--- src/rtl/instruction_cache_if.sv ---
// Fetch-side and instruction-memory-side signals of the instruction cache.
// The hit_count/miss_count statistics exist only when ICACHE_STATS_EN is defined.
interface instruction_cache_if;
    logic [31:0]  pc;
    logic         fetch_req;
    logic [31:0]  instruction;
    logic         instruction_valid;
    logic         stall;
    logic [31:0]  mem_address;
    logic         mem_read;
    logic [127:0] mem_data_line;
`ifdef ICACHE_STATS_EN
    logic [31:0]  hit_count;
    logic [31:0]  miss_count;

    modport master (
        output pc, fetch_req, mem_data_line,
        input  instruction, instruction_valid, stall, mem_address, mem_read,
        input  hit_count, miss_count
    );
    modport slave (
        input  pc, fetch_req, mem_data_line,
        output instruction, instruction_valid, stall, mem_address, mem_read,
        output hit_count, miss_count
    );
`else
    modport master (
        output pc, fetch_req, mem_data_line,
        input  instruction, instruction_valid, stall, mem_address, mem_read
    );
    modport slave (
        input  pc, fetch_req, mem_data_line,
        output instruction, instruction_valid, stall, mem_address, mem_read
    );
`endif
endinterface

--- src/rtl/instruction_cache.sv ---
// Direct-mapped, read-only instruction cache with 128-bit lines and a fixed-latency fill.
// Optional hit/miss statistics counters are built when ICACHE_STATS_EN is defined.
module instruction_cache #(
    parameter int NUM_LINES   = 8,
    parameter int MEM_LATENCY = 2
) (
    input  logic               clock,
    input  logic               reset,
    instruction_cache_if.slave bus
);
    localparam int IDX_W = $clog2(NUM_LINES);
    localparam int TAG_W = 32 - 4 - IDX_W;
    localparam logic [3:0] MEM_LAT4 = 4'(MEM_LATENCY);

    localparam logic [1:0] IDLE    = 2'd0;
    localparam logic [1:0] FILL    = 2'd1;
    localparam logic [1:0] RESPOND = 2'd2;

    logic [1:0]           r_state;
    logic [3:0]           r_lat_cnt;
    logic [NUM_LINES-1:0] r_valid;
    logic [127:0]         r_data [NUM_LINES];
    logic [TAG_W-1:0]     r_tag  [NUM_LINES];
    logic [1:0]           r_offset;
    logic [31:0]          r_mem_address;
    logic                 r_mem_read;
    logic                 r_stall;
    logic [31:0]          r_instruction;
    logic                 r_instruction_valid;

    logic [1:0]           w_state_nxt;
    logic [3:0]           w_lat_nxt;
    logic [3:0]           w_lat_inc;
    logic                 w_accept_hit;
    logic                 w_accept_miss;
    logic                 w_fill_we;
    logic                 w_hit;
    logic [IDX_W-1:0]     w_req_idx;
    logic [TAG_W-1:0]     w_req_tag;
    logic [1:0]           w_req_offset;
    logic [IDX_W-1:0]     w_fill_idx;
    logic [TAG_W-1:0]     w_fill_tag;

    function automatic logic [31:0] select_word(input logic [127:0] line, input logic [1:0] offset);
        logic [31:0] word;
        case (offset)
            2'd0:    word = line[31:0];
            2'd1:    word = line[63:32];
            2'd2:    word = line[95:64];
            2'd3:    word = line[127:96];
            default: word = 32'd0;
        endcase
        return word;
    endfunction

    assign w_req_offset = bus.pc[3:2];
    assign w_req_idx    = bus.pc[4 +: IDX_W];
    assign w_req_tag    = bus.pc[31 -: TAG_W];
    assign w_fill_idx   = r_mem_address[4 +: IDX_W];
    assign w_fill_tag   = r_mem_address[31 -: TAG_W];
    assign w_hit        = r_valid[w_req_idx] && (r_tag[w_req_idx] == w_req_tag);
    assign w_lat_inc    = r_lat_cnt + 4'd1;

    // Next-state decode: accept hits/misses only in IDLE, count fill latency in FILL.
    always_comb begin
        w_state_nxt   = r_state;
        w_lat_nxt     = r_lat_cnt;
        w_accept_hit  = 1'b0;
        w_accept_miss = 1'b0;
        w_fill_we     = 1'b0;
        case (r_state)
            IDLE: begin
                if (bus.fetch_req) begin
                    if (w_hit) begin
                        w_accept_hit = 1'b1;
                    end else begin
                        w_accept_miss = 1'b1;
                        w_state_nxt   = FILL;
                        w_lat_nxt     = 4'd0;
                    end
                end else begin
                    w_state_nxt = IDLE;
                end
            end
            FILL: begin
                if (w_lat_inc == MEM_LAT4) begin
                    w_fill_we   = 1'b1;
                    w_state_nxt = RESPOND;
                    w_lat_nxt   = 4'd0;
                end else begin
                    w_lat_nxt = w_lat_inc;
                end
            end
            RESPOND: begin
                w_state_nxt = IDLE;
            end
            default: begin
                w_state_nxt = IDLE;
                w_lat_nxt   = 4'd0;
            end
        endcase
    end

    // Control state, valid bits and registered outputs.
    always_ff @(posedge clock) begin
        if (reset) begin
            r_state             <= IDLE;
            r_lat_cnt           <= 4'd0;
            r_valid             <= '0;
            r_offset            <= 2'd0;
            r_mem_address       <= 32'd0;
            r_mem_read          <= 1'b0;
            r_stall             <= 1'b0;
            r_instruction       <= 32'd0;
            r_instruction_valid <= 1'b0;
        end else begin
            r_state             <= w_state_nxt;
            r_lat_cnt           <= w_lat_nxt;
            r_instruction_valid <= 1'b0;
            if (w_accept_hit) begin
                r_instruction_valid <= 1'b1;
                r_instruction       <= select_word(r_data[w_req_idx], w_req_offset);
            end
            if (w_accept_miss) begin
                r_offset      <= w_req_offset;
                r_mem_address <= {bus.pc[31:4], 4'b0000};
                r_mem_read    <= 1'b1;
                r_stall       <= 1'b1;
            end
            if (w_fill_we) begin
                r_valid[w_fill_idx] <= 1'b1;
                r_mem_read          <= 1'b0;
                r_stall             <= 1'b0;
            end
            // The filled line is already in the array by the RESPOND cycle.
            if (r_state == RESPOND) begin
                r_instruction_valid <= 1'b1;
                r_instruction       <= select_word(r_data[w_fill_idx], r_offset);
            end
        end
    end

    // Line data and tags are not reset; a reset in the fill's last cycle suppresses the write.
    always_ff @(posedge clock) begin
        if (w_fill_we && !reset) begin
            r_data[w_fill_idx] <= bus.mem_data_line;
            r_tag[w_fill_idx]  <= w_fill_tag;
        end
    end

    assign bus.instruction       = r_instruction;
    assign bus.instruction_valid = r_instruction_valid;
    assign bus.stall             = r_stall;
    assign bus.mem_address       = r_mem_address;
    assign bus.mem_read          = r_mem_read;

`ifdef ICACHE_STATS_EN
    logic [31:0] r_hit_count;
    logic [31:0] r_miss_count;

    // Accepted hit/miss counters, wrapping naturally at 2^32.
    always_ff @(posedge clock) begin
        if (reset) begin
            r_hit_count  <= 32'd0;
            r_miss_count <= 32'd0;
        end else begin
            if (w_accept_hit) begin
                r_hit_count <= r_hit_count + 32'd1;
            end
            if (w_accept_miss) begin
                r_miss_count <= r_miss_count + 32'd1;
            end
        end
    end

    assign bus.hit_count  = r_hit_count;
    assign bus.miss_count = r_miss_count;
`endif

endmodule

--- src/flat_wrapper.sv ---
// flat-port wrapper written by rule: the top's interface ports become plain ports
module instruction_cache_flat 
#(
    parameter int NUM_LINES   = 8,
    parameter int MEM_LATENCY = 2
)
  (clock, reset, bus_pc, bus_fetch_req, bus_mem_data_line, bus_instruction, bus_instruction_valid, bus_stall, bus_mem_address, bus_mem_read);
  instruction_cache_if bus_i ();
  input  logic clock;
  input  logic reset;
  input wire logic [$bits(bus_i.pc)-1:0] bus_pc;
  input wire logic [$bits(bus_i.fetch_req)-1:0] bus_fetch_req;
  input wire logic [$bits(bus_i.mem_data_line)-1:0] bus_mem_data_line;
  output wire logic [$bits(bus_i.instruction)-1:0] bus_instruction;
  output wire logic [$bits(bus_i.instruction_valid)-1:0] bus_instruction_valid;
  output wire logic [$bits(bus_i.stall)-1:0] bus_stall;
  output wire logic [$bits(bus_i.mem_address)-1:0] bus_mem_address;
  output wire logic [$bits(bus_i.mem_read)-1:0] bus_mem_read;
  assign bus_i.pc = bus_pc;
  assign bus_i.fetch_req = bus_fetch_req;
  assign bus_i.mem_data_line = bus_mem_data_line;
  assign bus_instruction = bus_i.instruction;
  assign bus_instruction_valid = bus_i.instruction_valid;
  assign bus_stall = bus_i.stall;
  assign bus_mem_address = bus_i.mem_address;
  assign bus_mem_read = bus_i.mem_read;
  instruction_cache #(.NUM_LINES(NUM_LINES), .MEM_LATENCY(MEM_LATENCY)) u_core (.clock(clock), .reset(reset), .bus(bus_i));
endmodule
--- config.mk ---
export PLATFORM = sky130hd
export DESIGN_NAME = instruction_cache_flat
export DESIGN_NICKNAME = d
export VERILOG_FILES = /design/src/rtl/instruction_cache_if.sv /design/src/rtl/instruction_cache.sv /design/src/flat_wrapper.sv
export SDC_FILE = /design/constraint.sdc
export NUM_CORES = 1
export LEC_CHECK = 0
export ABC_AREA = 0
export CORE_MARGIN = 3
export CORE_UTILIZATION = 53
export DETAILED_ROUTE_END_ITERATION = 10
export GPL_ROUTABILITY_DRIVEN = 0
export HOLD_SLACK_MARGIN = 0.03
export PLACE_DENSITY = 0.69
export SYNTH_ARGS = -nofsm -noshare
export SYNTH_HDL_FRONTEND = slang
export SYNTH_SLANG_ARGS = --single-unit
--- constraint.sdc ---
create_clock -name clock -period 22.4 [get_ports clock]
set_input_delay 2.24 -clock clock [delete_from_list [all_inputs] [get_ports clock]]
set_output_delay 2.24 -clock clock [all_outputs]
set_load 0.02 [all_outputs]
==> reports/metrics.yaml <==
layout:
  fill_cells: 7431
  drive_gt1_share_pct: 31.16
  nNetsFinal: 3162
  area_growth_syn_to_layout_pct: 14.31
  layout.area.seq_mm2: 0.03839
  multi_input_area_mm2: 0.01889
  finalNonFillerCells: 4530
routing:
  vias: 30140
  via_per_inst: 6.653
  routedWlPerCell_um: 31.99
  drt-total-wl_um: 144900
  ant_nets: 0
  dr.pass1.iters: 5
  drtIter0Drc: 2881
  drc: 0
setup_path:
  critPathMaxFanout: 73
  critPathArrivalTime_ns: 6.89
  critPathRequiredTime_ns: 22.75
  worstRegToRegCells: 7
  critPathCaptureType: "flop"
  path_class: "in2reg"
  critPathLaunchType: "primary input"
power:
  power_frac_seq_pct: 49.3
  switching_share_pct: 21.20
  p_leak_nw: 20.77
  p_switching_mw: 1.161
  p_int_mw: 4.314
  share_comb_of_total_power_pct: 7.5
  finalPower_mw: 5.475
  power_density_mw_per_mm2: 82.25
  irDropWorstVdd_v: 0.00008997
  clkPwrFrac_pct: 43.2
floorplan:
  core_mm2: 0.1081
  die_x_um: 337.5
  placementRows: 120
  dieHeight_um: 337.5
  io_pins: 230
  dieArea_mm2: 0.1139
  initial_core_util_pct: 53.86
hold_path:
  min_path_type: "reg2reg"
  holdPathStages: 1
placement:
  pre_cts_ws_ns: 15.10
  place_hpwl_um: 77920
  io_buffers: 223
  dp.cells: 4258
job:
  cap_violations: 0
yosys:
  synth_xor_area_share_pct: 0.2557
  synthMuxAreaShare_pct: 27.99
  yosys-top-cells-count: "edfxtp_1, mux4_2, mux2i_1, clkbuf_1, dfxtp_1"
  synth_top_family_by_area: "multiplexers"
  synth_top_area_share_pct: 63.13
  yosysMostFrequentCell: "edfxtp_1"
  synth_area_leaders: "edfxtp_1, mux4_2, dfxtp_1, mux2i_1, mux2_2"
  synth-edff-count: 1224
  synthSimpleGateAreaFrac_pct: 2.188
  async_reset_ff_share_pct: 0
  seq_area_frac_synth_pct: 65.91
  synth_compound_area_share_pct: 1.790
  synth_top_cell_by_area: "edfxtp_1"
  syn_area_per_cell_um2: 20.89
  synth-seq-cells: 1305
  yosysUniqueCellTypes: 54
  synthAdderAreaFrac_pct: 0.04298
  syn_inst: 2787
  synth-main-ff-cell: "edfxtp_1"
  synth_area_mm2: 0.05823
  ys_warn_count: 0
global_route:
  grt_first_pass_wirelength_um: 212700
  groute.usage.overall_pct: 25.92
  grt_pass1_vias: 32320
  grt_max_degree: 141
  antenna_found_initial: 31
  grt_overflow: 0
clocking:
  cts_root_buf: "clkbuf_16"
  htree_num_levels: 4
  cts_tree: "built"
  cts.sinks: 1305
  clock_path_buffers: 3
  hold_buffers: 0
  path_clk_slew_ns: 0.06
  clock_latency_ns: 0.74
  cts_resized: 0
  cts_made_buffers: 140
  postCtsSetupBuffers: 0
timing:
  tightest_slew_ns: 1.183
  slew_headroom_pct: 21.13
  hold_viol: 0
  rsz0062_at_grt: "no"
  tns_ns: 0
  fin_ws_ns: 15.86
  skew_ns: 0.02325
  fmax_mhz: 152.9
  fin_crit_sh_pct: 29.20
  min_period_ns: 6.541
  setup_viol: 0
  drv_slew: 0
run_status:
  status: "completed"
[worst paths after layout]
kind | from | end | slack [ns]
min reg2reg | u_core.r_valid[7]$_SDFFE_PP0P_ | u_core.r_valid[7]$_SDFFE_PP0P_ | 0.45
max reg2reg | u_core.r_lat_cnt[0]$_SDFFE_PP0P_ | u_core.r_data[6][79]$_DFFE_PP_ | 17.82
min | u_core.r_valid[7]$_SDFFE_PP0P_ | u_core.r_valid[7]$_SDFFE_PP0P_ | 0.45
max | reset | u_core.r_data[6][79]$_DFFE_PP_ | 15.86
[through the flow]
step	instance area [um^2]	hold slack [ns]	utilization, %
floorplan	58240	0.4211	-
CTS	66520	0.4537	61.54
detailed placement	61790	0.4400	57.16
global route	66550	0.4712	61.56
global placement	61790	0.4275	57.16
finish	66560	0.4535	61.57
[cell usage in the layout, fill, tap and decap left out, types with 11 or more instances in the layout]
cell type / instances
a22oi_1: 26
buf_4: 42
bufinv_16: 18
clkbuf_1: 30
clkbuf_16: 147
clkdlybuf4s50_1: 217
clkinv_1: 25
clkinv_2: 21
dfxtp_1: 76
diode_2: 14
edfxtp_1: 1224
mux2_2: 73
mux2i_1: 156
mux4_2: 612
nand2_1: 76
nand2b_1: 38
nand3_1: 27
nor2_1: 36
nor2b_1: 29
o21ai_0: 11
o22ai_1: 42
o31ai_1: 22
[area by class of cell]
type / instances / area share [%]
Clock inverter: 74 / 1.276
Inverter: 6 / 0.03384
Tap cell: 1403 / 2.637
Multi-Input combinational cell: 1270 / 28.38
Antenna cell: 14 / 0.05264
Sequential cell: 1305 / 57.68
Clock buffer: 184 / 5.841
Timing Repair Buffer: 274 / 4.092
[worst max-delay path, stage by stage]
cell	delay (ns)
buf_2	0.11
buf_4	0.34
inv_2	0.11
buf_4	0.64
nand2b_1	0.32
or3_1	0.55
nor2_4	0.64
buf_4	0.92
buf_4	0.87
[sequential cells by signal, summed over array words and instances (netlist names), 2 cells and up, named ones only]
| name | cells |
|---|---|
| u_core.bus.instruction | 32 |
| u_core.bus.mem_address | 28 |
| u_core.r_data | 1024 |
| u_core.r_lat_cnt | 4 |
| u_core.r_offset | 2 |
| u_core.r_state | 2 |
| u_core.r_tag | 200 |
| u_core.r_valid | 8 |
[logic make-up after synthesis]
logic type,Yosys count
fa+ha+maj,2
xor+xnor,17
simple gates,253
mux,846
flops,1305
compound gates,148
buf+inv,215
other cells,1
[power groups by stage]
| stage | Combinational (mW) | Clock (mW) | Sequential, mW |
|---|---|---|---|
| finish | 0.413 | 2.36 | 2.70 |
| global route | 0.440 | 2.51 | 2.70 |
| CTS | 0.418 | 2.41 | 2.70 |
| detailed placement | 0.416 | 0 | 2.75 |
| global placement | 0.409 | 0 | 2.75 |
| floorplan | 0.276 | 0 | 2.74 |
[routing by layer]
metal | GRT usage (%) | vias to the layer above | part of all wire, %
li1 | - | 12440 | -
met1 | 33.63 | 16270 | 38
met2 | 44.38 | 1152 | 52
met3 | 5.010 | 262 | 7.0
met4 | 8.764 | 10 | 2.7
met5 | 0 | - | 0.050
(Power assumes the default switching activity.)
